### config.mk
export PLATFORM = sky130hd
export DESIGN_NAME = shift_normalizer_flat
export DESIGN_NICKNAME = d
export VERILOG_FILES = /design/src/rtl/shift_normalizer_if.sv /design/src/rtl/shift_normalizer.sv /design/src/flat_wrapper.sv
export SDC_FILE = /design/constraint.sdc
export NUM_CORES = 1
export LEC_CHECK = 0
export CAP_MARGIN = 20
export CORE_MARGIN = 10
export CORE_UTILIZATION = 35
export CTS_BUF_LIST = sky130_fd_sc_hd__clkbuf_8
export DETAILED_ROUTE_END_ITERATION = 7
export SYNTH_ARGS = -nofsm -noshare
export SYNTH_HDL_FRONTEND = slang
export SYNTH_SLANG_ARGS = --single-unit
### constraint.sdc
create_clock -name clk -period 2.2 [get_ports clk]
set_clock_uncertainty 0.15 [all_clocks]
set_input_delay 0.55 -clock clk [delete_from_list [all_inputs] [get_ports clk]]
set_output_delay 0.55 -clock clk [all_outputs]
set_load 0.01 [all_outputs]
### src/rtl/shift_normalizer_if.sv
// rtl/shift_normalizer_if.sv - start/busy/done handshake and result bus of the normalizer
interface shift_normalizer_if;
    logic        start;
    logic [31:0] a;
    logic        mode;
    logic        busy;
    logic        done;
    logic [31:0] r;
    logic [5:0]  shamt;
    logic        zero;

    modport master (
        output start, a, mode,
        input  busy, done, r, shamt, zero
    );

    modport slave (
        input  start, a, mode,
        output busy, done, r, shamt, zero
    );
endinterface

### src/rtl/shift_normalizer.sv
// rtl/shift_normalizer.sv - one-bit-per-cycle left normalizer returning value and shift amount
module shift_normalizer (
    input  logic              clk,
    input  logic              rst,
    shift_normalizer_if.slave nif
);
    typedef enum logic [1:0] {
        ST_IDLE  = 2'd0,
        ST_SHIFT = 2'd1,
        ST_DONE  = 2'd2
    } state_t;

    state_t      state_q, state_d;
    logic [31:0] w_q, w_d;
    logic [5:0]  cnt_q, cnt_d;
    logic        mode_q, mode_d;
    logic        zero_q, zero_d;
    logic        normalized;

    // Unsigned stops on a leading one; signed stops where the sign bit and the next bit differ.
    assign normalized = mode_q ? (w_q[31] ^ w_q[30]) : w_q[31];

    // State and datapath registers; reset abandons any operation in flight.
    always_ff @(posedge clk) begin
        if (rst) begin
            state_q <= ST_IDLE;
            w_q     <= 32'd0;
            cnt_q   <= 6'd0;
            mode_q  <= 1'b0;
            zero_q  <= 1'b0;
        end else begin
            state_q <= state_d;
            w_q     <= w_d;
            cnt_q   <= cnt_d;
            mode_q  <= mode_d;
            zero_q  <= zero_d;
        end
    end

    // Next-state: load on start (IDLE/DONE), resolve all-zero / all-sign operands at load, shift otherwise.
    always_comb begin
        state_d = state_q;
        w_d     = w_q;
        cnt_d   = cnt_q;
        mode_d  = mode_q;
        zero_d  = zero_q;
        case (state_q)
            ST_IDLE, ST_DONE: begin
                if (nif.start) begin
                    w_d     = nif.a;
                    cnt_d   = 6'd0;
                    mode_d  = nif.mode;
                    zero_d  = 1'b0;
                    state_d = ST_SHIFT;
                    if (!nif.mode && (nif.a == 32'd0)) begin
                        cnt_d   = 6'd32;
                        zero_d  = 1'b1;
                        state_d = ST_DONE;
                    end else if (nif.mode && ((nif.a == 32'd0) || (nif.a == 32'hFFFF_FFFF))) begin
                        w_d     = nif.a << 31;
                        cnt_d   = 6'd31;
                        zero_d  = 1'b1;
                        state_d = ST_DONE;
                    end
                end else if (state_q == ST_DONE) begin
                    state_d = ST_IDLE;
                end
            end
            ST_SHIFT: begin
                if (normalized) begin
                    state_d = ST_DONE;
                end else begin
                    w_d   = {w_q[30:0], 1'b0};
                    cnt_d = cnt_q + 6'd1;
                end
            end
            default: state_d = ST_IDLE;
        endcase
    end

    assign nif.busy  = (state_q == ST_SHIFT);
    assign nif.done  = (state_q == ST_DONE);
    assign nif.r     = w_q;
    assign nif.shamt = cnt_q;
    assign nif.zero  = zero_q;
endmodule

### src/flat_wrapper.sv
// flat-port wrapper written by rule: the top's interface ports become plain ports
module shift_normalizer_flat 
  (clk, rst, nif_start, nif_a, nif_mode, nif_busy, nif_done, nif_r, nif_shamt, nif_zero);
  shift_normalizer_if nif_i ();
  input  logic clk;
  input  logic rst;
  input wire logic [$bits(nif_i.start)-1:0] nif_start;
  input wire logic [$bits(nif_i.a)-1:0] nif_a;
  input wire logic [$bits(nif_i.mode)-1:0] nif_mode;
  output wire logic [$bits(nif_i.busy)-1:0] nif_busy;
  output wire logic [$bits(nif_i.done)-1:0] nif_done;
  output wire logic [$bits(nif_i.r)-1:0] nif_r;
  output wire logic [$bits(nif_i.shamt)-1:0] nif_shamt;
  output wire logic [$bits(nif_i.zero)-1:0] nif_zero;
  assign nif_i.start = nif_start;
  assign nif_i.a = nif_a;
  assign nif_i.mode = nif_mode;
  assign nif_busy = nif_i.busy;
  assign nif_done = nif_i.done;
  assign nif_r = nif_i.r;
  assign nif_shamt = nif_i.shamt;
  assign nif_zero = nif_i.zero;
  shift_normalizer u_core (.clk(clk), .rst(rst), .nif(nif_i));
endmodule
-- Word level (Yosys, flattened, before mapping)
Index checks and enable logic that the tools add are counted.
- add/subtract/negate cells: 1
- equality and inequality tests: 7
- muxes and demuxes: 19
- bitwise logic cells: 1
- reductions and logical operators: 11
- operators with widths (operator ; count):
    two-way mux 32 bit ; 4
    one-hot mux 32 bit (2 select lines) ; 1
    == test 32 bit, second input constant ; 1
    zero test 32 bit ; 1
    two-way mux 6 bit ; 3
    one-hot mux 6 bit (2 select lines) ; 1
    two-way mux 2 bit ; 5
    adder 6 x 1 -> 6 bit, second input constant ; 1
    two-way mux 5 bit ; 1
    != test 2 bit, second input constant ; 2
    one-hot mux 2 bit (2 select lines) ; 1
    AND reduction 2 bit ; 2
    two-way mux 1 bit ; 3
    != test 3 bit, second input constant ; 1
    AND reduction 3 bit ; 1
    == test 2 x 1 -> 1 bit, second input constant ; 1
    == test 2 bit, second input constant ; 1
    logical AND 1 bit ; 2
    zero test 2 bit ; 1
    != test 2 x 1 -> 1 bit, second input constant ; 1
    nonzero test 2 bit ; 1
    OR reduction 2 bit ; 1
    zero test 1 bit ; 1
    logical OR 1 bit ; 1
    bitwise XOR 1 bit ; 1
- bits in registers: 42
- bits of input ports: 36
- output and inout port bits: 41
- word-level logic and storage cells: 44

-- Longest topological paths before layout
- word-level depth: 7
- gate-level depth with buffers: 8
- depth with buffers taken out: 6

-- Least setup slack after synthesis
OpenSTA, ideal clock, no wires.
- path type: input port to flip-flop
- start: input nif_a[26]
- end: register u_core.w_q[10] (netlist: u_core.nif.r[10])
- library setup time: 0.117 ns
- arrival: 1.827 ns
- data required time: 1.933 ns
- setup slack: 0.106 ns
- stages on the path: 6
- path buffers: 1
- cells stage by stage: nand4_1 or4_4 nor2_8 o211ai_4 buf_6 a32o_1
- cells in the longest elaborated chain, start to end: 7
- elaborated cells on any way between the ends: 9
- those cells by class: eq/ne (1); mux (4); reduce/logical (4)
- ends and longest elaborated chain (what ; RTL line ; source):
    from (decl) ; flat_wrapper.sv:8 ; input wire logic [$bits(nif_i.a)-1:0] nif_a;
    == test 32 bit or zero test 32 bit (tied branches) ; shift_normalizer.sv:59, shift_normalizer.sv:55 ;
    logical OR 1 bit ; shift_normalizer.sv:59 ; end else if (nif.mode && ((nif.a == 32'd0) || (nif.a == 32'hFFFF_FFFF))) begin
    logical AND 1 bit ; shift_normalizer.sv:59 ;
    two-way mux 32 bit ; shift_normalizer.sv:59 ;
    two-way mux 32 bit * ; shift_normalizer.sv:55 ; if (!nif.mode && (nif.a == 32'd0)) begin
    two-way mux 32 bit * ; shift_normalizer.sv:49 ; if (nif.start) begin
    one-hot mux 32 bit (2 select lines) * ; shift_normalizer.sv:47 ; case (state_q)
    to (signal assigned) ; shift_normalizer.sv:33 ; w_q <= w_d;
    to (decl) ; shift_normalizer.sv:14 ; logic [31:0] w_q, w_d;
Every way passes the cells marked *; elsewhere a longest branch is shown, timed or not. The select of a mux whose other input is x is not followed.
A chain may end at the register's enable or synchronous reset.

-- Worst setup path after layout
- start: input nif_a[31]
- end: register u_core.w_q[22] (netlist: u_core.nif.r[22])
Same word-level chain as after synthesis.

==> qor.txt <==
min-delay worst type: flip-flop to flip-flop
post-route ant nets: 0
area fraction of the dominant cell type after synthesis: 36.8%
vias in the first global route: 2,639
fraction of registers with async set/reset: 0%
CP startpoint kind: input port
Hold WS: 349 ps
Final Critical Period: 2170 ps
initial antenna violation count: 0
Rows: 29
Synth Instances: 273
status: complete, no violations
clock root cell: clkbuf_8
clk buf depth: 2
Final Cycle Share: 98.5%
EDFF count, synth: 0
share of cells above drive strength 1: 18.2%
Inst Count DP: 445
vias per cell: 5.74
remaining global-route overflow: 0
# IOs: 77
Avg WL per Cell: 18.2 µm
Detailed Route Iter0 Violations: 134
pre-CTS setup slack: -572 ps
Max Slew Vio Count: 0
# diodes: 0
Final GP Congestion: 0.860
Max Cap Viol: 0
syn nets: 310
DR DRC count: 0
Commonest cells post-synth: dfxtp_1 (42), a21oi_1 (22), o21ai_0 (21)
Die Wd: 101 µm
core region area: 6350 µm²
CTS tree: done
Mean Syn Cell Area: 8.37 µm²
clk slew on worst S/H paths: 80 ps
critical path capture point type: flip-flop
Crit Path Category: input port to flip-flop
die height: 101 µm
# Post-CTS Setup Buffers: 0
most frequent cell after synthesis: dfxtp_1
Arrival @ worst endpoint: 2200 ps
pin count of the biggest net entering global routing: 45
Final setup viols: 0
DR vias: 2,621
Layout Cells excl Fill: 457
flop2flop setup slack: 420 ps
Post-synth top flop: dfxtp_1
Max Freq: 0.461 GHz
Setup TNS: 0 ps
clk sinks: 42
Post-DP HPWL: 5.89 mm
NumNets Final: 416
Die Area: 10,200 µm²
Num CTS Buffers: 5
Worst Tran Pin Value: 651 ps
Fill cells: 594
PortBufs: 76
CP required: 2230 ps
Netlist cell types: 41
Final Routed Wirelength: 8.30 mm
Synth warnings: 0
Starting Density: 36.0%
largest cells by area after synthesis: dfxtp_1 (37%), a32o_1 (6.6%), mux2i_1 (6.6%)
Final Util: 57.5%
Final Hold Viols: 0
PD cells: 603 nW/µm²
#FFs+latches synth: 42
First-pass DRT Iterations: 4
Max-slew headroom: 56.6%
Max FO, Critical Path: 8
area delta synth->final: 59.9%
Max VDD drop: 0.000286 V
latest clock arrival within the worst-skew pair: 300 ps
Static Leak: 1.47 nW
leading area contributor after synthesis: dfxtp_1
CTS HTree Levels: 2
Synth Cell Area: 2280 µm²
wire length of the first global-routing pass: 13.4 mm
Final Worst Setup Slack: 32.9 ps
GR Util All Layers: 16.1%
sequential area share after synthesis: 36.8%
placed cells by master (no fill, tap or decap), types with 2 or more instances in the layout:
cell             instances
a32o_1                  15
buf_12                   6
nor3_1                  17
nor4_2                   2
o22ai_1                  2
nand4_1                 12
clkdlybuf4s50_1         43
dfxtp_1                 42
nand3_1                 17
a21oi_1                 22
or4_4                    2
o211ai_4                 4
nor2_1                   9
buf_4                   35
o211ai_1                15
nand2_1                  7
nor4b_1                  2
buf_6                    2
nor4_1                   6
mux2i_1                 15
clkbuf_8                 5
o31ai_1                  2
clkinv_2                 2
o21ai_0                 15
inv_1                   15
o21ai_1                  6
nor2b_1                  2
dlygate4sd2_1           31
a31oi_1                  4
a311oi_1                 2
critical path, stage by stage:
cell             delay (ps)
clkdlybuf4s15_1         270
nand4_1                 120
or4_4                   600
nor2_8                  250
o21a_4                  200
buf_12                  130
o21ai_0                  80
through the flow:
step | total power, mW | area [µm²]
floorplan | 1.22 | 2280
global placement | 1.61 | 3450
detailed placement | 1.62 | 3450
CTS | 2.21 | 3620
global route | 2.32 | 3650
finish | 2.20 | 3650
power breakdown:
group,internal [mW],leakage [nW],switching [mW]
clock,0.334,0.0579,0.275
combinational,0.351,1.06,0.329
sequential,0.841,0.347,0.0714
total,1.53,1.47,0.675
metal layers:
metal,track usage [%],vias up,wire [µm]
met3,5.76,10,693
met5,0,-,0
met4,4.78,0,86
li1,-,1276,-
met2,25.9,87,3980
met1,19.7,1248,3530
final cells by class:
cell class	instances	area (µm²)	share of cell area, %
Tap cell	77	96.3	2.64
Clock inverter	3	40.0	1.10
Timing Repair Buffer	120	1160	31.7
Multi-Input combinational cell	194	1390	38.0
Sequential cell	42	841	23.0
Inverter	16	60.1	1.64
Clock buffer	5	68.8	1.88
state kept, by name, indices dropped and copies added, names as in the netlist:
name and cells:
u_core.nif.r 32, u_core.nif.shamt 6, u_core.state_q 2, u_core.mode_q 1, u_core.nif.zero 1
worst paths after layout:
path,from,to,cells after the start
worst max-delay path,nif_a[31],u_core.nif.r[22]$_SDFFE_PP0P_,7
worst min-delay path,u_core.mode_q$_SDFFE_PP0P_,u_core.mode_q$_SDFFE_PP0P_,2
worst max register to register,u_core.state_q[1]$_SDFFE_PP0P_,u_core.nif.r[11]$_SDFFE_PP0P_,5
worst min register to register,u_core.mode_q$_SDFFE_PP0P_,u_core.mode_q$_SDFFE_PP0P_,2
what timing repair did:
item / 4_1_cts / 5_1_grt
cloned: 4 / 0
setup endpoints to repair: 40 / 37
hold buffers: 0 / 0
pin swaps: 11 / 5
gates resized for setup: 43 / 8
cell families (layout without fill, tap and decap cells):
group	Yosys count	after routing	synth area share, %
buf+inv	40	144	7.23
simple gates	83	83	20.5
compound gates	92	95	28.3
fa+ha+maj	1	1	0.548
flops	42	42	36.8
mux	15	15	6.57
Note: power is estimated with default switching activity, not from simulation.
